**config.mk**
```make
export PLATFORM = sky130hd
export DESIGN_NAME = mem_arbiter
export DESIGN_NICKNAME = d
export VERILOG_FILES = /design/src/rtl/mem_arbiter.sv
export SDC_FILE = /design/constraint.sdc
export NUM_CORES = 1
export LEC_CHECK = 0
export CAP_MARGIN = 10
export CORE_AREA = 2 2 277 279
export CTS_CLUSTER_DIAMETER = 40
export DETAILED_ROUTE_END_ITERATION = 12
export DIE_AREA = 0 0 279 281
export GPL_ROUTABILITY_DRIVEN = 0
export PLACE_DENSITY = 0.47
export SYNTH_ARGS = -nofsm -noshare
export SYNTH_HDL_FRONTEND = slang
export SYNTH_SLANG_ARGS = --single-unit
```
**constraint.sdc**
```tcl
create_clock -name clk -period 2.8 [get_ports clk]
set_clock_uncertainty 0.15 [all_clocks]
set_input_delay 0.56 -clock clk [delete_from_list [all_inputs] [get_ports clk]]
set_output_delay 0.56 -clock clk [all_outputs]
set_load 0.005 [all_outputs]
```
**src/rtl/mem_arbiter.sv**
```systemverilog
// mem_arbiter: shares one sync-read memory between a pipeline port and a starvation-guarded GPIO readout stream
module mem_arbiter #(
  parameter int ADDR_W = 16,
  parameter int DATA_W = 128,
  parameter int STARVE_MAX = 4
) (
  input  logic              clk,
  input  logic              rst,
  input  logic              pipe_req,
  input  logic              pipe_we,
  input  logic [ADDR_W-1:0] pipe_addr,
  input  logic [DATA_W-1:0] pipe_wdata,
  output logic              pipe_gnt,
  output logic              pipe_stall,
  output logic              pipe_rvalid,
  output logic [DATA_W-1:0] pipe_rdata,
  input  logic              stream_start,
  input  logic [ADDR_W-1:0] stream_base,
  input  logic [ADDR_W-1:0] stream_len,
  output logic              stream_busy,
  output logic              stream_done,
  output logic [DATA_W-1:0] gpio_data,
  output logic              gpio_valid,
  input  logic              gpio_ready,
  output logic              mem_en,
  output logic              mem_we,
  output logic [ADDR_W-1:0] mem_addr,
  output logic [DATA_W-1:0] mem_wdata,
  input  logic [DATA_W-1:0] mem_rdata
);
  localparam int SW = $clog2(STARVE_MAX + 2);
  localparam logic [SW-1:0] SMAX = SW'(STARVE_MAX);
  typedef enum logic [2:0] {IDLE, ISSUE, WAIT, DRAIN, DONE} state_t;
  state_t state, state_n;
  logic [ADDR_W-1:0] addr_q, rem_q;
  logic [SW-1:0] starve;
  logic stream_gnt, rvalid_q, gvalid_q;
  logic [DATA_W-1:0] rdata_q, gdata_q;
  // Outputs are gated by rst so reset wins even before the clock edge lands
  always_comb begin
    stream_gnt = ~rst & (state == ISSUE) & (~pipe_req | (starve == SMAX));
    pipe_gnt = ~rst & pipe_req & ~stream_gnt;
    pipe_stall = pipe_req & ~pipe_gnt;
    mem_en = pipe_gnt | stream_gnt;
    mem_we = pipe_gnt & pipe_we;
    mem_addr = pipe_gnt ? pipe_addr : stream_gnt ? addr_q : '0;
    mem_wdata = pipe_gnt ? pipe_wdata : '0;
    pipe_rvalid = ~rst & rvalid_q;
    pipe_rdata = rst ? '0 : rvalid_q ? mem_rdata : rdata_q;
    gpio_valid = ~rst & gvalid_q;
    gpio_data = rst ? '0 : gdata_q;
    stream_busy = ~rst & (state inside {ISSUE, WAIT, DRAIN});
    stream_done = ~rst & (state == DONE);
    state_n = state;
    case (state)
      IDLE:    state_n = stream_start ? ((stream_len == '0) ? DONE : ISSUE) : IDLE;
      ISSUE:   state_n = stream_gnt ? WAIT : ISSUE;
      WAIT:    state_n = DRAIN;
      DRAIN:   state_n = (gvalid_q & gpio_ready) ? ((rem_q != '0) ? ISSUE : DONE) : DRAIN;
      default: state_n = IDLE;
    endcase
  end
  always_ff @(posedge clk) begin
    if (rst) begin
      state <= IDLE;
      addr_q <= '0;
      rem_q <= '0;
      starve <= '0;
      rvalid_q <= 1'b0;
      rdata_q <= '0;
      gdata_q <= '0;
      gvalid_q <= 1'b0;
    end else begin
      state <= state_n;
      rvalid_q <= pipe_gnt & ~pipe_we;
      if (rvalid_q) rdata_q <= mem_rdata;
      starve <= (state != ISSUE || stream_gnt) ? '0 : (pipe_gnt && starve != SMAX) ? starve + SW'(1) : starve;
      if (state == IDLE && stream_start) begin
        addr_q <= stream_base;
        rem_q <= stream_len;
      end
      if (stream_gnt) begin
        addr_q <= addr_q + ADDR_W'(1);
        rem_q <= rem_q - ADDR_W'(1);
      end
      if (state == WAIT) begin
        gdata_q <= mem_rdata;
        gvalid_q <= 1'b1;
      end
      if (state == DRAIN && gvalid_q && gpio_ready) gvalid_q <= 1'b0;
    end
  end
endmodule
```
# Word level (Yosys, flattened, before mapping)
# Cells that the tools add are included.
dict set report totals {
  register_bits 296
  in_bits 310
  out_inout_bits 408
  elab_cells 65
}
dict set report classes {
  n_addsub 3
  eq_ne 7
  muxes 16
  bitwise_logic 19
  reduce_logical 12
}
# op n
set op_table {}
lappend op_table {{two-way mux 128 bit} 4}
lappend op_table {{two-way mux 16 bit} 6}
lappend op_table {{adder 16 x 1 -> 16 bit (second input constant)} 1}
lappend op_table {{logical NOT 16 bit} 1}
lappend op_table {{nonzero test 16 bit} 1}
lappend op_table {{subtractor 16 x 1 -> 16 bit (second input constant)} 1}
lappend op_table {{AND 1 bit} 12}
lappend op_table {{two-way mux 3 bit} 4}
lappend op_table {{case mux 3 bit (4 select lines)} 1}
lappend op_table {{equality test 3 x 2 -> 1 bit (second input constant)} 2}
lappend op_table {{equality test 3 bit (second input constant)} 2}
lappend op_table {{NOT 1 bit} 5}
lappend op_table {{logical AND 1 bit} 4}
lappend op_table {{OR reduction 2 bit} 2}
lappend op_table {{adder 3 x 1 -> 3 bit (second input constant)} 1}
lappend op_table {{equality test 3 x 1 -> 1 bit (second input constant)} 1}
lappend op_table {{logical NOT 3 bit} 1}
lappend op_table {{inequality test 3 x 1 -> 1 bit (second input constant)} 1}
lappend op_table {{inequality test 3 bit (second input constant)} 1}
lappend op_table {{nonzero test 3 bit} 1}
lappend op_table {{two-way mux 2 bit} 1}
lappend op_table {{OR 1 bit} 2}
lappend op_table {{nonzero test 2 bit} 1}
lappend op_table {{logical OR 1 bit} 1}

# Depth between registers and ports, before layout
dict set report logic_depth {
  depth_word 7
  depth_mapped 8
  mapped_depth_nobuf 6
}

# Worst setup path before layout
# Ideal clock, no wire load.
dict set report synth_timing {
  path_kind {input port to output port}
  start {in rst}
  end {out mem_addr[10]}
  t_arrival_ns 1.957
  required_ns 2.090
  setup_slack_ns 0.133
  cell_stages 7
  path_buffers 4
  path_cell_list {buf_2 > or4b_1 > clkbuf_1 > nor2_1 > buf_4 > buf_4 > a22o_1}
}
dict set report synth_via {
  elab_chain_cells 6
  word_cells_on_any_way 8
  cone_classes {mux (2); bitwise (6)}
}
# item line
set synth_rtl {}
lappend synth_rtl {{from (decl)} 8} ;# input logic rst,
lappend synth_rtl {{NOT 1 bit (*)} {41, 42}}
lappend synth_rtl {{AND 1 bit (2 in series)} 41} ;# stream_gnt = ~rst & (state == ISSUE) & (~pipe_req | (starve == SMAX));
lappend synth_rtl {{NOT 1 bit} 42} ;# pipe_gnt = ~rst & pipe_req & ~stream_gnt;
lappend synth_rtl {{AND 1 bit} 42}
lappend synth_rtl {{two-way mux 16 bit (*)} 46} ;# mem_addr = pipe_gnt ? pipe_addr : stream_gnt ? addr_q : '0;
lappend synth_rtl {{to (decl)} 27} ;# output logic [ADDR_W-1:0] mem_addr,
# Mark *: on every way between the ends. The rest lies on a longest branch, timed or not.

# Worst setup path in the final report
dict set report layout_timing {
  start {reg state[2]}
  end {out mem_addr[8]}
}
dict set report layout_via {
  elab_chain_cells 6
  word_cells_on_any_way 7
  cone_classes {eq/ne (1); mux (2); bitwise (4)}
}
# item line
set layout_rtl {}
lappend layout_rtl {{from (decl)} 34} ;# state_t state, state_n;
lappend layout_rtl {{from (signal assigned)} 74} ;# state <= state_n;
lappend layout_rtl {{equality test 3 x 1 -> 1 bit (*)} 41}
lappend layout_rtl {{AND 1 bit (*) (2 in series)} 41}
lappend layout_rtl {{NOT 1 bit} 42}
lappend layout_rtl {{AND 1 bit} 42}
lappend layout_rtl {{two-way mux 16 bit (*)} 46}
# Marked as above.

==> results.md <==
- Run status: complete, but fails checks
- Violations in the final reports: setup timing
- Portion of the clock cycle consumed by the worst path in the final layout: 1.108
- Number of different library cells in the post-synthesis netlist: 60
- Min Clock Period, post-route: 3.101 ns
- Static leakage: between 10 and 15 nW
- Area fraction in compound gates after synthesis: 0.1026
- R2R setup slack: 0.44 ns
- Number of nets in the finished design: 2761
- Remaining Overflow, GRT: 0
- Clock root cell: sky130_fd_sc_hd__clkbuf_16
- Top layer used by detailed routing: met5
- Area of the mapped netlist: around 0.013 mm^2
- Area growth, synth to finish: 105.4%
- Worst hold path stage count: 2
- Hold slack: 0.2961 ns
- Number of violations of the max-capacitance limit: 0
- Area fraction of the dominant cell type after synthesis: 0.4512
- Met2 wirelength from detailed routing: 34960 um
- Met3 layer wire length in the routed design: 4962 um
- Synthesized netlist net count: approximately 1900
- Post-layout instance count excluding filler cells: 3487
- Top area cells in the synthesized netlist: sky130_fd_sc_hd__dfxtp_1 (45%), sky130_fd_sc_hd__mux2i_1 (9.9%), sky130_fd_sc_hd__nand2_1 (8.3%)
- Launch point of the worst hold path: gdata_q[92]
- PnR Total Power: 16.01 mW
- Remaining design rule violation count: 0
- Min-Delay Endpoint: gdata_q[92]
- Number of levels the H-tree was split into: 3
- Ratio of cells with drive above 1 in the final layout: 0.2492
- Critical path class: reg2out
- Total number of clock tree sinks: approximately 300
- Headroom to the max-slew limit: 0.5103
- Mux cell area share after synthesis: 0.09908
- Post-CTS Hold Fix Bufs: 0
- Largest family of logic cells by synthesized area: simple AND/OR/NAND/NOR gates
- Post-synthesis average cell area: 8.219 um^2
- Final HPWL from detailed placement: ~46000 um
- Starting utilization of the core area: 0.1741
- Worst setup margin: -0.3015 ns
- Share of the core filled with cells: 0.3576
- Initial antenna violation count: 14
- Post-synthesis xor/xnor area fraction: 0.001334
- Library cell occupying the most area in the post-synthesis netlist: sky130_fd_sc_hd__dfxtp_1
- Commonest cells post-synth: sky130_fd_sc_hd__dfxtp_1 (296), sky130_fd_sc_hd__nand2_1 (292), sky130_fd_sc_hd__nor2_1 (145), sky130_fd_sc_hd__a21oi_1 (144), sky130_fd_sc_hd__nor2b_1 (136)
- Routed WL per cell: 20.86 um
- Port buffer count: 717
- Antenna violation net count after detailed routing: 0
- Worst R2R Path Depth: 9
- Critical Path RT: 2.09 ns
- Fin. max-slew vios: 0
- Area taken by multi-input logic gates: 0.007397 mm^2
- Top-level port count: about 700
- EDFF count, synth: 0
- Via Count: roughly 15000
- Placement Rows: just over 100
- Tightest Hold Check Type: reg2reg
- Fill cells: roughly 7600
- Ys Warns: 0
- Post-synth top flop: sky130_fd_sc_hd__dfxtp_1
- Post-synthesis share of cell area spent on and, or, nand and nor gates: 0.2971
- Number of CTS-inserted buffers: 71
- Clock input transition at the sequential cells of the worst setup and hold paths: 0.05 ns
- Overall routed net length: 72740 um
- Cell with the most instances after synthesis: sky130_fd_sc_hd__dfxtp_1
- Post-Syn Instances: around 1600
- Area enclosed by the die boundary: 0.07840 mm^2
- Type of element capturing the critical path: output port
- Maximum vdd ir drop: ~0.38 mV
- Die Ht: 281 um
- Final setup vio count: 121
- Global-route wire length before repair: 100100 um
- Number of placed instances, taps included: between 3000 and 4000
- Number of flip-flops and latches in the synthesized netlist: 296
- Placeable core area: 0.07544 mm^2
- Combined global-route utilization of all metal layers: 0.1710
- FF+latch area: 0.005938 mm^2
- Via count of the first global-routing pass: 14997
- Worst slew pin tran: 0.7345 ns
- Reg-to-Reg End: rem_q[11]
- Arr. time, crit path: approximately 2.4 ns
- Arithmetic-cell share of the synthesized area counting full adders, half adders and majority gates: 0.004763
- Post-detailed-route via-to-cell ratio: 4.310
- Maximum buffer depth of the clock tree: 3
- Category of the worst setup path launch point: register
- Insertion delay to the later sink of the worst-skew pair: 0.58 ns
- Final count of hold timing violations: 0
- CTS tree: done
- Length of routed wiring on met1: 30820 um
- Total power density per cell area: 593.6 mW/mm^2
- Floorplan die width: 279 um
- Setup repair after global routing missed its margin: yes
- Fraction of registers with async set/reset: 0
- Maximum achievable frequency: 322.4 MHz
- Maximum fanout along the worst path: 3
- Maximum number of pins on one net before global-route repair: 152
- Sequential area share after synthesis: 0.4512
- Initial DRT Pass Iterations: 5
- Fin Setup TNS: -14.41 ns
- Initial detailed-routing violation count: 758
- Worst flop-to-flop path startpoint: state[2]
[through the flow]
step           setup WS [ns]  cell area, um^2
3_3_place_gp         -0.5266            21780
3_5_place_dp         -0.5157            21780
5_1_grt              -0.3805            26970
2_1_floorplan         0.1330            13130
4_1_cts              -0.4873            26020
6_report             -0.3015            26980
[cell families (layout without fill, tap and decap cells)]
group,after synthesis,in the layout
simple gates,794,795
flops,296,296
compound gates,224,224
buf+inv,147,1048
mux,130,130
fa+ha+maj,5,5
xor+xnor,2,2
other cells,0,9
[flip-flops by register name (all words and copies together), names as in the netlist]
register	flops
addr_q	16
rvalid_q	1
state	3
rem_q	16
starve	3
rdata_q	128
gdata_q	128
gvalid_q	1
[power by group]
group	switching (mW)	total, mW	internal (mW)	leakage [nW]
logic	1.22	2.76	1.55	7.55
registers	0.130	4.56	4.43	2.41
clock network	2.77	8.69	5.92	1.20
total	4.12	16.0	11.9	11.2
[repair_timing]
| item | CTS | global route |
|---|---|---|
| gates resized for setup | 732 | 351 |
| setup endpoints to repair | 267 | 236 |
| hold endpoints to repair | 0 | 0 |
| setup buffers | 76 | 32 |
| gates cloned | 27 | 5 |
| pin swaps | 46 | 95 |
[how the worst max path moves through the flow]
stage,slack (ns),depth (start not counted),endpoint,start
final,-0.30,9,mem_addr[8],state[2]
after detailed placement,-0.52,6,mem_wdata[49],pipe_req
after CTS,-0.49,9,mem_wdata[114],state[2]
after global routing,-0.38,9,mem_addr[8],state[2]
after floorplan,0.13,7,mem_addr[10],rst
after global placement,-0.53,7,mem_addr[4],pipe_req
[final cells by class]
cell class | instances | area share
multi-input cells | 1156 | 0.2742
inverters | 12 | 0.001669
diodes | 9 | 0.0008347
clock buffers | 89 | 0.07285
flip-flops and latches | 296 | 0.2201
clock inverters | 38 | 0.02068
well taps | 978 | 0.04535
repair buffers | 909 | 0.3644
[placed cells by master (no fill, tap or decap), drive strengths merged, types with 15 or more instances in the layout]
master / count
clkdlybuf4s50: 434
buf: 305
dfxtp: 296
nand2: 293
nor2: 145
a21oi: 144
nor2b: 136
and3: 132
mux2i: 130
clkbuf: 123
dlygate4sd2: 91
dlymetal6s2s: 27
nand3: 17
nor3: 17
inv: 17
a22o: 15
[metal layers]
| layer | up-vias | global-route usage |
|---|---|---|
| met1 | 7189 | 0.2119 |
| met3 | 115 | 0.05063 |
| met5 | - | 0.005629 |
| met2 | 536 | 0.2790 |
| li1 | 7177 | - |
| met4 | 12 | 0.06314 |
[critical path, stage by stage, from the launching register on]
cell	delay (ns)
sky130_fd_sc_hd__dfxtp_4	0.35
sky130_fd_sc_hd__buf_6	0.12
sky130_fd_sc_hd__or3b_4	0.42
sky130_fd_sc_hd__nor2_4	0.16
sky130_fd_sc_hd__nor2_4	0.07
sky130_fd_sc_hd__buf_6	0.13
sky130_fd_sc_hd__buf_6	0.11
sky130_fd_sc_hd__buf_6	0.11
sky130_fd_sc_hd__a22o_1	0.22
sky130_fd_sc_hd__buf_2	0.12
No activity file was read; power rests on OpenSTA's default activity.
